**src/rtl/axil_csr_slave_pkg.sv**
```systemverilog
// Shared widths and state encodings for the AXI-Lite CSR slave.
// Imported by the interface, the register bank and the top level.
package axil_csr_slave_pkg;

    localparam int AXIL_DATA_WIDTH = 32;
    localparam int AXIL_STRB_WIDTH = AXIL_DATA_WIDTH / 8;

    typedef enum logic [1:0] {
        W_COLLECT = 2'd0,
        W_COMMIT  = 2'd1,
        W_RESP    = 2'd2
    } w_state_e;

    typedef enum logic {
        R_IDLE = 1'b0,
        R_DATA = 1'b1
    } r_state_e;

endpackage

```
**src/rtl/axil_csr_slave_if.sv**
```systemverilog
// AXI-Lite register-slice facing bus (no response codes).
// The slave modport is the CSR side; the master modport is the slice side.
interface axil_csr_slave_if #(
    parameter int AXIL_ADDR_WIDTH = 32
) ();
    import axil_csr_slave_pkg::*;

    logic [AXIL_ADDR_WIDTH-1:0] awaddr_s;
    logic                       awvalid_s;
    logic                       awready_s;
    logic [AXIL_DATA_WIDTH-1:0] wdata_s;
    logic [AXIL_STRB_WIDTH-1:0] wstrb_s;
    logic                       wvalid_s;
    logic                       wready_s;
    logic                       bvalid_s;
    logic                       bready_s;
    logic [AXIL_ADDR_WIDTH-1:0] araddr_s;
    logic                       arvalid_s;
    logic                       arready_s;
    logic [AXIL_DATA_WIDTH-1:0] rdata_s;
    logic                       rvalid_s;
    logic                       rready_s;

    modport master (
        output awaddr_s, awvalid_s, wdata_s, wstrb_s, wvalid_s, bready_s,
               araddr_s, arvalid_s, rready_s,
        input  awready_s, wready_s, bvalid_s, arready_s, rdata_s, rvalid_s
    );

    modport slave (
        input  awaddr_s, awvalid_s, wdata_s, wstrb_s, wvalid_s, bready_s,
               araddr_s, arvalid_s, rready_s,
        output awready_s, wready_s, bvalid_s, arready_s, rdata_s, rvalid_s
    );

endinterface

```
**src/rtl/axil_csr_slave_bank.sv**
```systemverilog
// CSR array with byte-strobed write port, per-register write pulses and
// a read mux that substitutes status for read-only and zero for unmapped.
module axil_csr_slave_bank
    import axil_csr_slave_pkg::*;
#(
    parameter int                         AXIL_ADDR_WIDTH = 32,
    parameter int                         REG_NUM         = 16,
    parameter logic [AXIL_ADDR_WIDTH-1:0] BASE_ADDR       = '0,
    parameter logic [REG_NUM-1:0]         RO_MASK         = '0
) (
    input  logic                               clk,
    input  logic                               rst,
    input  logic                               wr_en_i,
    input  logic [AXIL_ADDR_WIDTH-1:0]         wr_addr_i,
    input  logic [AXIL_DATA_WIDTH-1:0]         wr_data_i,
    input  logic [AXIL_STRB_WIDTH-1:0]         wr_strb_i,
    input  logic [AXIL_ADDR_WIDTH-1:0]         rd_addr_i,
    output logic [AXIL_DATA_WIDTH-1:0]         rd_data_o,
    output logic [REG_NUM*AXIL_DATA_WIDTH-1:0] reg_out_o,
    output logic [REG_NUM-1:0]                 reg_wr_pulse_o,
    input  logic [REG_NUM*AXIL_DATA_WIDTH-1:0] status_in_i
);
    localparam int WA_W = AXIL_ADDR_WIDTH - 2;

    // Returns {out_of_range, index}; the MSB of the widened difference is the borrow for addr < base.
    function automatic logic [WA_W:0] decode(input logic [WA_W-1:0] word_addr);
        logic [WA_W:0] diff;
        diff = {1'b0, word_addr} - {1'b0, BASE_ADDR[AXIL_ADDR_WIDTH-1:2]};
        return {diff[WA_W] | (diff[WA_W-1:0] >= WA_W'(REG_NUM)), diff[WA_W-1:0]};
    endfunction

    logic [WA_W:0]                wr_dec;
    logic [WA_W:0]                rd_dec;
    logic [AXIL_DATA_WIDTH-1:0]   regs_q [REG_NUM];
    logic [AXIL_DATA_WIDTH-1:0]   regs_d [REG_NUM];
    logic [REG_NUM-1:0]           pulse_q;
    logic [REG_NUM-1:0]           pulse_d;
    logic                         unused_bits;

    assign wr_dec      = decode(wr_addr_i[AXIL_ADDR_WIDTH-1:2]);
    assign rd_dec      = decode(rd_addr_i[AXIL_ADDR_WIDTH-1:2]);
    assign unused_bits = ^{wr_addr_i[1:0], rd_addr_i[1:0], status_in_i};

    always_comb begin
        regs_d  = regs_q;
        pulse_d = '0;
        if (wr_en_i && !wr_dec[WA_W]) begin
            for (int i = 0; i < REG_NUM; i++) begin
                if (wr_dec[WA_W-1:0] == WA_W'(i) && !RO_MASK[i]) begin
                    pulse_d[i] = 1'b1;
                    for (int b = 0; b < AXIL_STRB_WIDTH; b++) begin
                        if (wr_strb_i[b]) regs_d[i][8*b +: 8] = wr_data_i[8*b +: 8];
                    end
                end
            end
        end
    end

    always_ff @(posedge clk or posedge rst) begin
        if (rst) begin
            for (int i = 0; i < REG_NUM; i++) regs_q[i] <= '0;
            pulse_q <= '0;
        end else begin
            regs_q  <= regs_d;
            pulse_q <= pulse_d;
        end
    end

    always_comb begin
        rd_data_o = '0;
        for (int i = 0; i < REG_NUM; i++) begin
            if (!rd_dec[WA_W] && rd_dec[WA_W-1:0] == WA_W'(i)) begin
                rd_data_o = RO_MASK[i] ? status_in_i[AXIL_DATA_WIDTH*i +: AXIL_DATA_WIDTH]
                                       : regs_q[i];
            end
        end
    end

    for (genvar g = 0; g < REG_NUM; g++) begin : g_out
        assign reg_out_o[AXIL_DATA_WIDTH*g +: AXIL_DATA_WIDTH] = regs_q[g];
    end

    assign reg_wr_pulse_o = pulse_q;

endmodule

```
**src/rtl/axil_csr_slave.sv**
```systemverilog
// AXI-Lite CSR slave: independent AW/W holding registers joined by a
// collect/commit/respond write FSM, and a two-state read FSM.
module axil_csr_slave
    import axil_csr_slave_pkg::*;
#(
    parameter int                         AXIL_ADDR_WIDTH = 32,
    parameter int                         REG_NUM         = 16,
    parameter logic [AXIL_ADDR_WIDTH-1:0] BASE_ADDR       = '0,
    parameter logic [REG_NUM-1:0]         RO_MASK         = '0
) (
    input  logic                               clk,
    input  logic                               rst,
    axil_csr_slave_if.slave                    bus,
    output logic [REG_NUM*AXIL_DATA_WIDTH-1:0] reg_out,
    output logic [REG_NUM-1:0]                 reg_wr_pulse,
    input  logic [REG_NUM*AXIL_DATA_WIDTH-1:0] status_in
);
    w_state_e                   w_state_q;
    r_state_e                   r_state_q;
    logic                       aw_held_q;
    logic                       w_held_q;
    logic [AXIL_ADDR_WIDTH-1:0] aw_addr_q;
    logic [AXIL_DATA_WIDTH-1:0] w_data_q;
    logic [AXIL_STRB_WIDTH-1:0] w_strb_q;
    logic                       bvalid_q;
    logic                       arready_q;
    logic                       rvalid_q;
    logic [AXIL_DATA_WIDTH-1:0] rdata_q;
    logic                       aw_hs;
    logic                       w_hs;
    logic [AXIL_DATA_WIDTH-1:0] rd_data;

    // Readies come only from hold/state flops, so no valid-to-ready path exists.
    assign bus.awready_s = ~aw_held_q;
    assign bus.wready_s  = ~w_held_q;
    assign bus.bvalid_s  = bvalid_q;
    assign bus.arready_s = arready_q;
    assign bus.rvalid_s  = rvalid_q;
    assign bus.rdata_s   = rdata_q;

    assign aw_hs = bus.awvalid_s & ~aw_held_q;
    assign w_hs  = bus.wvalid_s & ~w_held_q;

    always_ff @(posedge clk or posedge rst) begin
        if (rst) begin
            w_state_q <= W_COLLECT;
            aw_held_q <= 1'b0;
            w_held_q  <= 1'b0;
            aw_addr_q <= '0;
            w_data_q  <= '0;
            w_strb_q  <= '0;
            bvalid_q  <= 1'b0;
        end else begin
            if (aw_hs) begin
                aw_held_q <= 1'b1;
                aw_addr_q <= bus.awaddr_s;
            end
            if (w_hs) begin
                w_held_q <= 1'b1;
                w_data_q <= bus.wdata_s;
                w_strb_q <= bus.wstrb_s;
            end
            case (w_state_q)
                W_COLLECT: begin
                    // Enter commit on the edge of the second handshake, not one cycle later.
                    if ((aw_held_q | aw_hs) && (w_held_q | w_hs)) w_state_q <= W_COMMIT;
                end
                W_COMMIT: begin
                    aw_held_q <= 1'b0;
                    w_held_q  <= 1'b0;
                    bvalid_q  <= 1'b1;
                    w_state_q <= W_RESP;
                end
                W_RESP: begin
                    if (bus.bready_s) begin
                        bvalid_q  <= 1'b0;
                        w_state_q <= W_COLLECT;
                    end
                end
                default: w_state_q <= W_COLLECT;
            endcase
        end
    end

    always_ff @(posedge clk or posedge rst) begin
        if (rst) begin
            r_state_q <= R_IDLE;
            arready_q <= 1'b1;
            rvalid_q  <= 1'b0;
            rdata_q   <= '0;
        end else begin
            case (r_state_q)
                R_IDLE: begin
                    if (bus.arvalid_s) begin
                        rdata_q   <= rd_data;
                        rvalid_q  <= 1'b1;
                        arready_q <= 1'b0;
                        r_state_q <= R_DATA;
                    end
                end
                R_DATA: begin
                    if (bus.rready_s) begin
                        rvalid_q  <= 1'b0;
                        arready_q <= 1'b1;
                        r_state_q <= R_IDLE;
                    end
                end
                default: r_state_q <= R_IDLE;
            endcase
        end
    end

    axil_csr_slave_bank #(
        .AXIL_ADDR_WIDTH (AXIL_ADDR_WIDTH),
        .REG_NUM         (REG_NUM),
        .BASE_ADDR       (BASE_ADDR),
        .RO_MASK         (RO_MASK)
    ) u_bank (
        .clk            (clk),
        .rst            (rst),
        .wr_en_i        (w_state_q == W_COMMIT),
        .wr_addr_i      (aw_addr_q),
        .wr_data_i      (w_data_q),
        .wr_strb_i      (w_strb_q),
        .rd_addr_i      (bus.araddr_s),
        .rd_data_o      (rd_data),
        .reg_out_o      (reg_out),
        .reg_wr_pulse_o (reg_wr_pulse),
        .status_in_i    (status_in)
    );

endmodule
```
**src/flat_wrapper.sv**
```systemverilog
// flat-port wrapper written by rule: the top's interface ports become plain ports
module axil_csr_slave_flat import axil_csr_slave_pkg::*;
#(
    parameter int                         AXIL_ADDR_WIDTH = 32,
    parameter int                         REG_NUM         = 16,
    parameter logic [AXIL_ADDR_WIDTH-1:0] BASE_ADDR       = '0,
    parameter logic [REG_NUM-1:0]         RO_MASK         = '0
)
  (clk, rst, reg_out, reg_wr_pulse, status_in, bus_awaddr_s, bus_awvalid_s, bus_wdata_s, bus_wstrb_s, bus_wvalid_s, bus_bready_s, bus_araddr_s, bus_arvalid_s, bus_rready_s, bus_awready_s, bus_wready_s, bus_bvalid_s, bus_arready_s, bus_rdata_s, bus_rvalid_s);
  axil_csr_slave_if #(.AXIL_ADDR_WIDTH(AXIL_ADDR_WIDTH)) bus_i ();
  input  logic clk;
  input  logic rst;
  output logic [REG_NUM*AXIL_DATA_WIDTH-1:0] reg_out;
  output logic [REG_NUM-1:0] reg_wr_pulse;
  input  logic [REG_NUM*AXIL_DATA_WIDTH-1:0] status_in;
  input wire logic [$bits(bus_i.awaddr_s)-1:0] bus_awaddr_s;
  input wire logic [$bits(bus_i.awvalid_s)-1:0] bus_awvalid_s;
  input wire logic [$bits(bus_i.wdata_s)-1:0] bus_wdata_s;
  input wire logic [$bits(bus_i.wstrb_s)-1:0] bus_wstrb_s;
  input wire logic [$bits(bus_i.wvalid_s)-1:0] bus_wvalid_s;
  input wire logic [$bits(bus_i.bready_s)-1:0] bus_bready_s;
  input wire logic [$bits(bus_i.araddr_s)-1:0] bus_araddr_s;
  input wire logic [$bits(bus_i.arvalid_s)-1:0] bus_arvalid_s;
  input wire logic [$bits(bus_i.rready_s)-1:0] bus_rready_s;
  output wire logic [$bits(bus_i.awready_s)-1:0] bus_awready_s;
  output wire logic [$bits(bus_i.wready_s)-1:0] bus_wready_s;
  output wire logic [$bits(bus_i.bvalid_s)-1:0] bus_bvalid_s;
  output wire logic [$bits(bus_i.arready_s)-1:0] bus_arready_s;
  output wire logic [$bits(bus_i.rdata_s)-1:0] bus_rdata_s;
  output wire logic [$bits(bus_i.rvalid_s)-1:0] bus_rvalid_s;
  assign bus_i.awaddr_s = bus_awaddr_s;
  assign bus_i.awvalid_s = bus_awvalid_s;
  assign bus_i.wdata_s = bus_wdata_s;
  assign bus_i.wstrb_s = bus_wstrb_s;
  assign bus_i.wvalid_s = bus_wvalid_s;
  assign bus_i.bready_s = bus_bready_s;
  assign bus_i.araddr_s = bus_araddr_s;
  assign bus_i.arvalid_s = bus_arvalid_s;
  assign bus_i.rready_s = bus_rready_s;
  assign bus_awready_s = bus_i.awready_s;
  assign bus_wready_s = bus_i.wready_s;
  assign bus_bvalid_s = bus_i.bvalid_s;
  assign bus_arready_s = bus_i.arready_s;
  assign bus_rdata_s = bus_i.rdata_s;
  assign bus_rvalid_s = bus_i.rvalid_s;
  axil_csr_slave #(.AXIL_ADDR_WIDTH(AXIL_ADDR_WIDTH), .REG_NUM(REG_NUM), .BASE_ADDR(BASE_ADDR), .RO_MASK(RO_MASK)) u_core (.clk(clk), .rst(rst), .bus(bus_i), .reg_out(reg_out), .reg_wr_pulse(reg_wr_pulse), .status_in(status_in));
endmodule
```
**config.mk**
```make
export PLATFORM = sky130hd
export DESIGN_NAME = axil_csr_slave_flat
export DESIGN_NICKNAME = d
export VERILOG_FILES = /design/src/rtl/axil_csr_slave_pkg.sv /design/src/rtl/axil_csr_slave_if.sv /design/src/rtl/axil_csr_slave_bank.sv /design/src/rtl/axil_csr_slave.sv /design/src/flat_wrapper.sv
export SDC_FILE = /design/constraint.sdc
export NUM_CORES = 1
export LEC_CHECK = 0
export ABC_AREA = 1
export BUFFER_PORTS_ARGS = -buffer_cell sky130_fd_sc_hd__buf_2
export CORE_AREA = 2 2 462 464
export DETAILED_ROUTE_END_ITERATION = 10
export DIE_AREA = 0 0 464 466
export SLEW_MARGIN = 20
export SYNTH_ARGS = -nofsm -noshare
export SYNTH_HDL_FRONTEND = slang
export SYNTH_HIERARCHICAL = 1
export SYNTH_SLANG_ARGS = --single-unit
```
**constraint.sdc**
```tcl
create_clock -name clk -period 14.5 [get_ports clk]
set_clock_uncertainty 0.1 [all_clocks]
set_input_delay 0 -clock clk [delete_from_list [all_inputs] [get_ports clk]]
set_output_delay 0 -clock clk [all_outputs]
set_load 0.02 [all_outputs]
```
# Yosys cells after proc, flatten, opt, wreduce, memory -nomap -nowiden
# Index checks and enable logic that the tools add are counted.
dict set report totals {
  out_inout_bits 565
  elab_cells 266
  register_bits 636
  input_bits 619
}
dict set report op_classes {
  order_cmp 2
  bitwise_logic 7
  mux 51
  reduce_logical 94
  n_eq_ne 36
}
# cell count
set ops {}
lappend ops {{$mux 32} 16}
lappend ops {{$eq 30x4->1 const B} 16}
lappend ops {{$eq 30x3->1 const B} 8}
lappend ops {{$reduce_and 3->1} 64}
lappend ops {{$eq 30x2->1 const B} 4}
lappend ops {{$eq 30x1->1 const B} 2}
lappend ops {{$ge 30x5->1 const B} 2}
lappend ops {{$logic_not 30->1} 2}
lappend ops {{$mux 1} 27}
lappend ops {{$logic_and 1x1->1} 18}
lappend ops {{$mux 16} 1}
lappend ops {{$pmux 1 s2} 4}
lappend ops {{$reduce_and 2->1} 4}
lappend ops {{$ne 2x2->1 const B} 3}
lappend ops {{$pmux 2 s3} 1}
lappend ops {{$reduce_bool 2->1} 3}
lappend ops {{$mux 2} 2}
lappend ops {{$not 1->1} 3}
lappend ops {{$and 1x1->1} 2}
lappend ops {{$eq 2x1->1 const B} 1}
lappend ops {{$eq 2x2->1 const B} 1}
lappend ops {{$logic_not 1->1} 2}
lappend ops {{$logic_not 2->1} 1}
lappend ops {{$ne 2x1->1 const B} 1}
lappend ops {{$or 1x1->1} 2}

# Depth between registers and ports, before layout
dict set report logic_depth {
  word_depth 19
  depth_mapped 31
  depth_no_buf 30
}

# Modules after synthesis
# The synthesis kept the hierarchy.
# module seq_area_each_um2 area_per_inst_um2 instances cells_each
set by_module_without_submodules {}
lappend by_module_without_submodules {axil_csr_slave_bank 13212.7 26369.0 1 3517}
lappend by_module_without_submodules {axil_csr_slave 2703.8 4365.4 1 474}

# Least setup slack after synthesis
# OpenSTA, ideal clock, no wires.
dict set report synth_timing {
  path_kind {reg2reg}
  startpoint {reg u_core.aw_addr_q[21]}
  endpoint {reg u_core.u_bank.regs_q, in the netlist u_core/u_bank/reg_out_o[424]}
  synth_period_minus_slack_ps 2532
  required_ps 14282
  setup_time_ps 118
  stages_incl_launch_ff 15
  path_buffers 0
  arrival_time_ps 2314
  slack_ps 11968
  path_cell_list {dfrtp_1 -> or4_4 -> nor3_4 -> inv_2 -> nor2_4 -> inv_2 -> nor2_4 -> inv_2 -> nor3_2 -> inv_2 -> nor2_4 -> inv_4 -> nor2_8 -> mux2i_1 -> inv_1}
}
dict set report synth_between {
  elab_chain_len 4
  elab_cells_between_ends 5
  cone_classes {1 x order compare; 1 x eq/ne; 3 x reduce/logical}
}
# item line_no
set synth_lines {}
lappend synth_lines {{start, declared} axil_csr_slave.sv:22} ;# logic [AXIL_ADDR_WIDTH-1:0] aw_addr_q;
lappend synth_lines {{start signal, assigned} axil_csr_slave.sv:56} ;# aw_addr_q <= bus.awaddr_s;
lappend synth_lines {{$ge 30x5->1} axil_csr_slave_bank.sv:29} ;# return {diff[WA_W] | (diff[WA_W-1:0] >= WA_W'(REG_NUM)), diff[WA_W-1:0]};
lappend synth_lines {{$logic_not 1->1} axil_csr_slave_bank.sv:47} ;# if (wr_en_i && !wr_dec[WA_W]) begin
lappend synth_lines {{$logic_and 1x1->1} axil_csr_slave_bank.sv:47}
lappend synth_lines {{$reduce_and 3->1 (no line) *} n/a}
lappend synth_lines {{end signal, assigned} axil_csr_slave_bank.sv:64} ;# regs_q <= regs_d;
lappend synth_lines {{end, declared} axil_csr_slave_bank.sv:34} ;# logic [AXIL_DATA_WIDTH-1:0] regs_q [REG_NUM];
# Every way passes the cells marked *; elsewhere a longest branch is shown, timed or not.
# A chain may end at the register's enable or synchronous reset.

# Final worst setup path
dict set report layout_timing {
  startpoint {in bus_araddr_s[8]}
  endpoint {reg u_core.rdata_q[23] (netlist: u_core/bus.rdata_s[23])}
}
dict set report layout_between {
  elab_chain_len 19
  elab_cells_between_ends 50
  cone_classes {1 x order compare; 15 x eq/ne; 16 x mux; 18 x reduce/logical}
}
# item line_no
set layout_lines {}
lappend layout_lines {{start, declared} flat_wrapper.sv:22} ;# input wire logic [$bits(bus_i.araddr_s)-1:0] bus_araddr_s;
lappend layout_lines {{$ge 30x5->1} axil_csr_slave_bank.sv:29}
lappend layout_lines {{$logic_not 1->1} axil_csr_slave_bank.sv:72} ;# if (!rd_dec[WA_W] && rd_dec[WA_W-1:0] == WA_W'(i)) begin
lappend layout_lines {{$logic_and 1x1->1} axil_csr_slave_bank.sv:72}
lappend layout_lines {{$mux 32 (15 in series)} axil_csr_slave_bank.sv:72}
lappend layout_lines {{$mux 32 *} axil_csr_slave_bank.sv:72}
lappend layout_lines {{via u_core.rd_data[23]} axil_csr_slave.sv:31} ;# logic [AXIL_DATA_WIDTH-1:0] rd_data;
lappend layout_lines {{end signal, assigned} axil_csr_slave.sv:95} ;# rdata_q <= rd_data;
lappend layout_lines {{end, declared} axil_csr_slave.sv:28} ;# logic [AXIL_DATA_WIDTH-1:0] rdata_q;
# The timed path passes the listed nets; every way through them passes the cells marked *.

==> key figures <==
Outcome
  – Outcome: finished clean

STA
  – WHS: about 0.29 ns
  – Worst Max-Slew Pin Slew: 1.162 ns
  – Hold Violations, Final: 0
  – Period Utilization, post-route: 0.2937
  – F_max: around 230 MHz
  – Setup violations, final: 0
  – Post-Route Setup TNS: 0 ns
  – Final Critical Period: between 4 and 5 ns
  – Final max-slew violation count: 0
  – Unrepaired setup endpoints after global routing: no
  – Slew HR: 0.2244

Global route
  – Met1 Usage GRT: 0.2120
  – Vias in the first global route: 29,845
  – Gr busiest metal: met2
  – Global Route met3 Usage: 0.02456
  – First-pass GRT wire length: 243.9 mm
  – GRT Total Usage: 0.1627
  – GR Util met2: 0.2488
  – GR Overflow Total: 0
  – Largest net degree at the start of global routing: 151
  – Initial antenna violation count: 18

Worst setup path
  – CP max-delay cell: clkinv_1
  – Setup Crit Path Kind: in2reg
  – Cell family with most CP delay: simple AND/OR/NAND/NOR gates
  – Data required, critical path: between 15 and 20 ns
  – Crit-path cells: buf_2, nor2_2, nand2_1, nor2_1, nand2_2, nor2_8, nand2_1, nor3_1, inv_1, nor2_1, buf_4, clkinv_1, buf_4, nor2_1, nor2_1, nand2_1, nand2_1, nand2_1, nand2_1, nand3_1, nand2_1
  – CP endpoint kind: flop
  – Maximum fanout along the worst path: 30
  – Worst R2R Setup Slack: roughly 11 ns
  – Crit path DAT: about 4.8 ns
  – Crit path buf inv count: 5
  – Most frequent CP cell: nand2_1
  – Crit path largest cell delay: 0.85 ns
  – Startpoint types: input port

Drt
  – WL/cell: 23.43 µm
  – Via count: 31,301
  – Routed WL: 181.0 mm
  – Drt drc: 0
  – First-pass DRT Iterations: 7
  – Vias/cell: 4.053
  – Post-DRT Antenna Nets: 0
  – First DRT Iteration DRCs: roughly 3,300

Finish
  – Storage cell area: 0.01587 mm²
  – Finished Core Util: 0.1997
  – Multi-input gate area: between 0.01 and 0.015 mm²
  – Design Area, Final: roughly 0.042 mm²
  – Layout cell share with drive strength beyond 1: 0.1952
  – FILL cells: approximately 24,000
  – Area grow syn2layout: 37.58%
  – Final nets: 5,434

Synth
  – Mean post-synth cell area: 7.698 µm²
  – Cell Area, Synth: 0.03066 mm²
  – Synth warn: 6
  – Post-Syn Instances: 3,983
  – Syn nets: between 4,000 and 5,000

Pwr
  – P per Cell Area: 121.6 mW/mm²
  – Worst VDD drop: 0.09579 mV
  – Leakage power: 23.40 nW

Placement
  – Dpl hpwl: ~140 mm
  – Final Wtd Congestion: 0.9158
  – Cell Area, Placed: 0.03699 mm²
  – Port bufs: around 670

CTS
  – Worst-Skew Late Latency: 0.75 ns
  – Clock buffer count from CTS: 80
  – CTS max path bufs: 3
  – CTS tree: yes
  – Clock-pin slew on the worst setup and hold paths: 0.06 ns
  – CTS Sinks: 634
  – H-tree depth: 3
  – Clock tree root buffer cell: clkbuf_16

Floorplanning
  – IO Pins: 1,184
  – Placement Rows: 169
  – Core Area: 0.2112 mm²
  – Initial Util: 0.1451
  – DIE AREA: ~0.22 mm²
  – Die H: 466 µm
  – Die X: 464 µm

Flow run
  – Max-cap viol count: 0

Min path
  – Hold crit path type: in2reg
cells in the final DEF, fill, tap and decap left out, drive strengths merged, types with 45 or more instances in the layout:
cell	n
dlygate4sd3	235
o21ai	284
nand2	1185
or2	57
mux2i	45
a21oi	330
dfrtp	633
clkbuf	113
inv	445
buf	727
nor2	520
nand3	223
worst reg2reg max path: cells and delay by family (launching register included):
kind	cells	cell delay, ns
buffers and inverters	2	0.18
AND/OR/NAND/NOR	6	2.74
AO/OA/AOI/OAI	1	0.39
flip-flops	1	0.39
state kept, by name, summed over array words and instances, names as in the netlist:
name,count
u_core/u_bank/reg_out_o,512
u_core/bus.rdata_s,32
u_core/w_data_q,32
u_core/aw_addr_q,30
u_core/u_bank/reg_wr_pulse_o,16
u_core/w_strb_q,4
u_core/w_state_q,2
u_core/aw_held_q,1
u_core/bus.arready_s,1
u_core/bus.bvalid_s,1
u_core/bus.rvalid_s,1
u_core/r_state_q,1
u_core/w_held_q,1
cell type report:
class,count,area share
repair buffers,962,0.1462
inverters,444,0.03978
clock inverters,35,0.01142
diodes,21,0.001246
well taps,2821,0.08368
flip-flops and latches,634,0.3761
multi-input cells,2693,0.2874
clock buffers,113,0.05419
per-stage QoR:
step | instances | setup WS, ns | power, mW
5_1_grt | 7703 | 9.885 | 5.334
3_5_place_dp | 7318 | 9.436 | 2.920
4_1_cts | 7701 | 10.07 | 5.186
2_1_floorplan | 3983 | 7.224 | 2.340
3_3_place_gp | 7318 | 9.473 | 2.907
6_report | 7723 | 10.24 | 5.129
layer usage:
| metal | up-vias | wire (µm) |
|---|---|---|
| li1 | 14163 | - |
| met1 | 15173 | 77480 |
| met2 | 1624 | 79480 |
| met3 | 341 | 10690 |
| met4 | 0 | 13320 |
| met5 | - | 0 |
path summary, 6_finish.rpt:
kind	start	end	cells past startpoint
max in group asynchronous	rst	u_core/u_bank/reg_out_o[144]$_DFFE_PP0P_	9
max	bus_araddr_s[8]	u_core/bus.rdata_s[23]$_DFFE_PP0P_	21
max reg2reg	u_core/aw_addr_q[12]$_DFFE_PP0P_	u_core/u_bank/reg_out_o[28]$_DFFE_PP0P_	9
min	bus_wvalid_s	u_core/w_held_q$_DFFE_PP0P_	5
min in group asynchronous	rst	u_core/w_data_q[4]$_DFFE_PP0P_	4
min reg2reg	u_core/bus.rdata_s[0]$_DFFE_PP0P_	u_core/bus.rdata_s[0]$_DFFE_PP0P_	2
where the power goes:
part	switching [mW]	internal, mW	leakage (nW)
Clock	0.907	1.21	1.34
Sequential	0.124	1.86	8.74
Combinational	0.785	0.236	13.3
Total	1.82	3.31	23.4
repair_timing:
item / CTS / global route
endpoints found under the hold margin: 192 / 0
resized for setup: 0 / 0
buffers inserted: 0 / 0
hold buffers: 235 / 0
Power figures use the tool's default switching activity.
